==> config.mk <==
export PLATFORM = sky130hd
export DESIGN_NAME = scan_addr_seq
export DESIGN_NICKNAME = d
export VERILOG_FILES = /design/src/rtl/scan_pkg.sv /design/src/rtl/scan_dwell_timer.sv /design/src/rtl/scan_addr_seq.sv
export SDC_FILE = /design/constraint.sdc
export NUM_CORES = 1
export LEC_CHECK = 0
export ABC_AREA = 1
export CAP_MARGIN = 25
export CORE_MARGIN = 5
export CORE_UTILIZATION = 51
export CTS_BUF_LIST = sky130_fd_sc_hd__clkbuf_4
export DETAILED_ROUTE_END_ITERATION = 7
export PLACE_DENSITY = 0.86
export SLEW_MARGIN = 30
export SYNTH_ARGS = -nofsm -noshare
export SYNTH_HDL_FRONTEND = slang
export SYNTH_SLANG_ARGS = --single-unit
==> constraint.sdc <==
create_clock -name clk -period 1.3 [get_ports clk]
set_clock_uncertainty 0.05 [all_clocks]
set_input_delay 0.26 -clock clk [delete_from_list [all_inputs] [get_ports clk]]
set_output_delay 0.26 -clock clk [all_outputs]
set_load 0.01 [all_outputs]
==> src/rtl/scan_pkg.sv <==
// Shared definitions for the scan address sequencer: state encodings,
// default widths and terminal-address helpers.
package scan_pkg;

  // Sequencer states; BLANK is only reachable when SCAN_BLANK_EN is defined.
  typedef enum logic [1:0] {
    ST_IDLE  = 2'd0,
    ST_RUN   = 2'd1,
    ST_BLANK = 2'd2
  } scan_state_e;

  localparam int ADDR_W_DEF  = 3;
  localparam int DWELL_W_DEF = 16;

  // First address of a sweep: all-ones when counting down, zero when counting up.
  function automatic logic [31:0] first_addr(input logic down, input int w);
    return down ? ((32'd1 << w) - 32'd1) : 32'd0;
  endfunction

  // The last address of a sweep is the first address of the opposite direction.
  function automatic logic is_terminal(input logic [31:0] addr, input logic down, input int w);
    return addr == first_addr(!down, w);
  endfunction

endpackage

==> src/rtl/scan_dwell_timer.sv <==
// Loadable dwell counter: clears on clr_i, counts on en_i, and flags when the
// count has reached the programmed limit.
module scan_dwell_timer #(
  parameter int DWELL_W = 16
) (
  input  logic               clk,
  input  logic               reset,
  input  logic               clr_i,
  input  logic               en_i,
  input  logic [DWELL_W-1:0] limit_i,
  output logic               tc_o
);

  logic [DWELL_W-1:0] cnt_q;
  logic [DWELL_W-1:0] cnt_d;

  // Clear has priority over counting.
  always_comb begin
    cnt_d = cnt_q;
    if (clr_i) begin
      cnt_d = '0;
    end else if (en_i) begin
      cnt_d = cnt_q + DWELL_W'(1);
    end
  end

  // Counter register.
  always_ff @(posedge clk) begin
    if (reset) begin
      cnt_q <= '0;
    end else begin
      cnt_q <= cnt_d;
    end
  end

  assign tc_o = (cnt_q == limit_i);

endmodule

==> src/rtl/scan_addr_seq.sv <==
// Scan address sequencer feeding a one-hot select decoder. Steps through all
// 2^ADDR_W codes up or down, holding each for dwell+1 cycles, in single-sweep
// or continuous mode. Optional macro SCAN_BLANK_EN inserts one blank cycle
// (addr_valid low, old addr held) before every address change.
module scan_addr_seq
  import scan_pkg::*;
#(
  parameter int ADDR_W  = ADDR_W_DEF,
  parameter int DWELL_W = DWELL_W_DEF
) (
  input  logic               clk,
  input  logic               reset,
  input  logic               start,
  input  logic               stop,
  input  logic               continuous,
  input  logic               dir_down,
  input  logic [DWELL_W-1:0] dwell,
  output logic [ADDR_W-1:0]  addr,
  output logic               addr_valid,
  output logic               busy,
  output logic               done,
  output logic               tick
);

  scan_state_e        state_q, state_d;
  logic [ADDR_W-1:0]  addr_q, addr_d;
  logic               valid_q, valid_d;
  logic               busy_q, busy_d;
  logic               done_q, done_d;
  logic               tick_q, tick_d;
  logic               cont_q, cont_d;
  logic               down_q, down_d;
  logic [DWELL_W-1:0] dwell_q, dwell_d;

  logic               tmr_clr;
  logic               tmr_en;
  logic               tmr_tc;
  logic [ADDR_W-1:0]  addr_step;
  logic               at_terminal;

  scan_dwell_timer #(
    .DWELL_W (DWELL_W)
  ) u_timer (
    .clk     (clk),
    .reset   (reset),
    .clr_i   (tmr_clr),
    .en_i    (tmr_en),
    .limit_i (dwell_q),
    .tc_o    (tmr_tc)
  );

  // Next address wraps naturally modulo 2^ADDR_W.
  assign addr_step   = down_q ? (addr_q - ADDR_W'(1)) : (addr_q + ADDR_W'(1));
  assign at_terminal = is_terminal(32'(addr_q), down_q, ADDR_W);

  // Next-state, address and handshake decisions; stop beats advance/completion.
  always_comb begin
    state_d = state_q;
    addr_d  = addr_q;
    valid_d = valid_q;
    busy_d  = busy_q;
    done_d  = 1'b0;
    tick_d  = 1'b0;
    cont_d  = cont_q;
    down_d  = down_q;
    dwell_d = dwell_q;
    tmr_clr = 1'b0;
    tmr_en  = 1'b0;

    case (state_q)
      ST_IDLE: begin
        tmr_clr = 1'b1;
        valid_d = 1'b0;
        busy_d  = 1'b0;
        if (start && !stop) begin
          cont_d  = continuous;
          down_d  = dir_down;
          dwell_d = dwell;
          addr_d  = ADDR_W'(first_addr(dir_down, ADDR_W));
          valid_d = 1'b1;
          busy_d  = 1'b1;
          state_d = ST_RUN;
        end
      end

      ST_RUN: begin
        if (stop) begin
          tmr_clr = 1'b1;
          valid_d = 1'b0;
          busy_d  = 1'b0;
          state_d = ST_IDLE;
        end else if (tmr_tc) begin
          tmr_clr = 1'b1;
          if (at_terminal && !cont_q) begin
            valid_d = 1'b0;
            busy_d  = 1'b0;
            done_d  = 1'b1;
            state_d = ST_IDLE;
          end else begin
`ifdef SCAN_BLANK_EN
            valid_d = 1'b0;
            state_d = ST_BLANK;
`else
            addr_d  = addr_step;
            tick_d  = 1'b1;
`endif
          end
        end else begin
          tmr_en = 1'b1;
        end
      end

`ifdef SCAN_BLANK_EN
      ST_BLANK: begin
        tmr_clr = 1'b1;
        if (stop) begin
          busy_d  = 1'b0;
          state_d = ST_IDLE;
        end else begin
          addr_d  = addr_step;
          tick_d  = 1'b1;
          valid_d = 1'b1;
          state_d = ST_RUN;
        end
      end
`endif

      default: begin
        tmr_clr = 1'b1;
        valid_d = 1'b0;
        busy_d  = 1'b0;
        state_d = ST_IDLE;
      end
    endcase
  end

  // State, address, configuration and output registers.
  always_ff @(posedge clk) begin
    if (reset) begin
      state_q <= ST_IDLE;
      addr_q  <= '0;
      valid_q <= 1'b0;
      busy_q  <= 1'b0;
      done_q  <= 1'b0;
      tick_q  <= 1'b0;
      cont_q  <= 1'b0;
      down_q  <= 1'b0;
      dwell_q <= '0;
    end else begin
      state_q <= state_d;
      addr_q  <= addr_d;
      valid_q <= valid_d;
      busy_q  <= busy_d;
      done_q  <= done_d;
      tick_q  <= tick_d;
      cont_q  <= cont_d;
      down_q  <= down_d;
      dwell_q <= dwell_d;
    end
  end

  assign addr       = addr_q;
  assign addr_valid = valid_q;
  assign busy       = busy_q;
  assign done       = done_q;
  assign tick       = tick_q;

endmodule

==> flow_metrics.tcl <==
set metrics [dict create \
    viasPerCell 5.093 \
    gr-usage-all-layers 0.2205 \
    numPortBuffers 28 \
    cp_max_fo 6 \
    netlist-cell-type-count 29 \
    max_freq_ghz 0.6469 \
    synth_enable_flop_cells 0 \
    min_period_ns 1.546 \
    layout_setup_ws_ns -0.2458 \
    synth_largest_area_cell "sky130_fd_sc_hd__dfxtp_1" \
    hold_viol_final 0 \
    async_flop_share 0 \
    flip_flop_and_latch_count_after_synthesis 41 \
    crit_path_cell_trace "inv_1, nor2_1, nand2_1, a21oi_4, o21ai_4, a21oi_1, nor2_1" \
    power.density_cell_area_nw_per_um2 813.5 \
    drv.max_cap_violation_count 0 \
    postRouteWirelength_um 5993 \
    placeableCoreArea_um2 3943 \
    drt_first_pass_iters 4 \
    cts_tree "yes" \
    cp_common_cell "sky130_fd_sc_hd__nor2_1" \
    endpoint "addr[1]" \
    synthFlopType "sky130_fd_sc_hd__dfxtp_1" \
    power.static_leakage_nw 1.312 \
    dp_slack_ns -0.2599 \
    unrepaired_setup_endpoints_after_global_routing "yes" \
    area_taken_by_multi_input_logic_gates_um2 1189 \
    synth-warning-count 0 \
    detail_route.drc_violations 0 \
    status "complete, but fails checks" \
    synth_top_cells_by_count "sky130_fd_sc_hd__nand2_1, sky130_fd_sc_hd__inv_1, sky130_fd_sc_hd__dfxtp_1" \
    ff_to_ff_setup_slack_ns -0.25 \
    ios 29 \
    clockRootBuffer "sky130_fd_sc_hd__clkbuf_4" \
    synth.top_cells.by_area "sky130_fd_sc_hd__dfxtp_1, sky130_fd_sc_hd__nand2_1, sky130_fd_sc_hd__inv_1, sky130_fd_sc_hd__a21oi_1, sky130_fd_sc_hd__o21ai_0" \
    flow.area_growth_from_synthesis_pct 51.35 \
    cts_made_buffers 5 \
    initial_antenna_violation_count 0 \
    finalWeightedCongestion 0.8415 \
    cp_slowest_cell "sky130_fd_sc_hd__dfxtp_2" \
    cts.sinks 41 \
    area_used_by_sequential_logic_in_the_layout_um2 873.3 \
    post_drt_wl_per_cell_um 13.65 \
    dpl.hpwl_um 3722 \
    rr_startpoint "addr[2]" \
    fillers 263 \
    post-route-period-util 1.189 \
    route.vias.total 2236 \
    class_of_the_most_critical_hold_timing_path "flop to flop" \
    sequential_fraction_of_the_synthesis_area 0.4015 \
    drtAntennaViolNets 0 \
    design_area_um2 3094 \
    setup_violations 26 \
    pwr_total_w 0.002517 \
    floorplan.initialDensity 0.5186 \
    cts_hold_buffers 0 \
    cp_data_arrival_time_ns 1.75 \
    clock_transition_at_the_register_clock_pins_on_the_worst_setup_and_hold_paths_after_cts_ns 0.11 \
    mappedNetlistNets 325 \
    start_point_of_the_critical_path "addr[2]" \
    max_slew.worst_pin.slew_ns 0.3537 \
    floorplan.die.height_um 73.32 \
    first_global_vias 2131 \
    drv_slew 0 \
    placed_area_um2 2775 \
    crit_required_ns 1.50 \
    yosysMostFrequentCell "sky130_fd_sc_hd__nand2_1" \
    final_nets 413 \
    num_antenna_cells 0 \
    timing_worst_setup_path_type "flop to flop" \
    clk-insertion-delay-late_ns 0.37 \
    cts_h_tree_lvls 2 \
    rows 23 \
    regToRegEndpoint "addr[1]" \
    synthCells 300 \
    critical_path.max_stage_delay_ns 0.37 \
    synthesis.area_per_instance_um2 6.815 \
    post-synth-top-area-fraction 0.4015 \
    max_slew_margin 0.7617 \
    pin_count_of_the_biggest_net_entering_global_routing 21 \
    drtIter0Drc 112 \
    clock_tree.buffer_depth 2 \
    critical_path.startpoint_type "flop" \
    die_outline_area_um2 5375 \
    grt_pass1_wl_um 9183 \
    synthesis.area_um2 2044 \
    overall_overflow_remaining_after_global_route 0 \
    length_in_cells_of_the_worst_reg_to_reg_path 7 \
    violations_in_the_final_reports "setup timing" \
    vdd_drop_max_uv 603.8 \
    die_width_um 73.32 \
    drive_above_1_share 0.4010 \
    critPathCaptureType "flop" \
]
[cell type report]
cell class / instances / area share
inverters: 48 / 0.05823
repair buffers: 88 / 0.2390
clock inverters: 3 / 0.004044
well taps: 50 / 0.02022
clock buffers: 5 / 0.01213
flip-flops and latches: 41 / 0.2822
multi-input cells: 204 / 0.3841
[where the power goes]
| part | switching [W] | total (W) | leakage, nW | internal, W |
|---|---|---|---|---|
| logic | 0.000284 | 0.000555 | 0.934 | 0.000271 |
| registers | 0.0000377 | 0.00134 | 0.349 | 0.00130 |
| clock network | 0.000426 | 0.000622 | 0.0300 | 0.000196 |
[critical path: cells and delay by family (launching register included)]
| family | cells | cell delay (ns) |
|---|---|---|
| simple gates | 3 | 0.38 |
| compound gates | 3 | 0.59 |
| flops | 1 | 0.37 |
| buf+inv | 1 | 0.06 |
[registers in the layout (all words and copies together), names as in the netlist]
signal	cells
dwell_q	16
u_timer.cnt_q	16
addr	3
busy	1
cont_q	1
done	1
down_q	1
state_q	1
tick	1
[layer usage]
layer	up-vias	routed length [µm]	track usage
met2	59	3245	0.4071
met3	20	258	0.04378
met4	0	187	0.1046
li1	1122	-	-
met5	-	0	0
met1	1035	2302	0.2381
[timing repair]
| action | 4_1_cts | 5_1_grt |
|---|---|---|
| endpoints found under the setup margin | 30 | 33 |
| resized for setup | 53 | 46 |
| pin swaps | 18 | 24 |
| buffers inserted | 3 | 6 |
| gates cloned | 1 | 0 |
[cell usage in the layout (no fill, tap or decap), types with 15 or more instances in the layout]
cell / instances
sky130_fd_sc_hd__o21ai_0: 20
sky130_fd_sc_hd__a21oi_1: 22
sky130_fd_sc_hd__inv_1: 33
sky130_fd_sc_hd__clkdlybuf4s50_1: 21
sky130_fd_sc_hd__inv_2: 15
sky130_fd_sc_hd__dfxtp_2: 18
sky130_fd_sc_hd__nand2_1: 71
sky130_fd_sc_hd__buf_4: 54
sky130_fd_sc_hd__nor2_1: 25
sky130_fd_sc_hd__dfxtp_1: 15
[logic make-up (layout without fill, tap and decap cells)]
group	count (synthesis)	after routing	synth area share
xor gates and xnor gates	5	5	0.02142
buffers and inverters	56	144	0.1095
adders and majority gates	3	3	0.02203
AOI/OAI and AO/OA	55	55	0.1346
DFF	41	41	0.4015
and+or+nand+nor	140	141	0.3109
[worst min path at each step]
stage | to | slack, ns | start | cells past startpoint
5_1_grt | dwell_q[15] | 0.45 | dwell[15] | 3
2_1_floorplan | busy | 0.28 | reset | 1
4_1_cts | cont_q | 0.41 | cont_q | 2
6_report | cont_q | 0.42 | cont_q | 2
3_5_place_dp | cont_q | 0.39 | cont_q | 2
3_3_place_gp | cont_q | 0.39 | cont_q | 2
[through the flow]
stage / util / hold slack [ns] / TNS (ns) / cells
detailed placement: 0.7039 / 0.3942 / -7.637 / 421
floorplan: - / 0.2791 / -0.04888 / 300
CTS: 0.7509 / 0.4128 / -1.596 / 433
global placement: 0.7039 / 0.3920 / -6.023 / 421
global route: 0.7848 / 0.4474 / -5.119 / 439
finish: 0.7848 / 0.4172 / -2.466 / 439
Note: power is estimated with default switching activity, not from simulation.
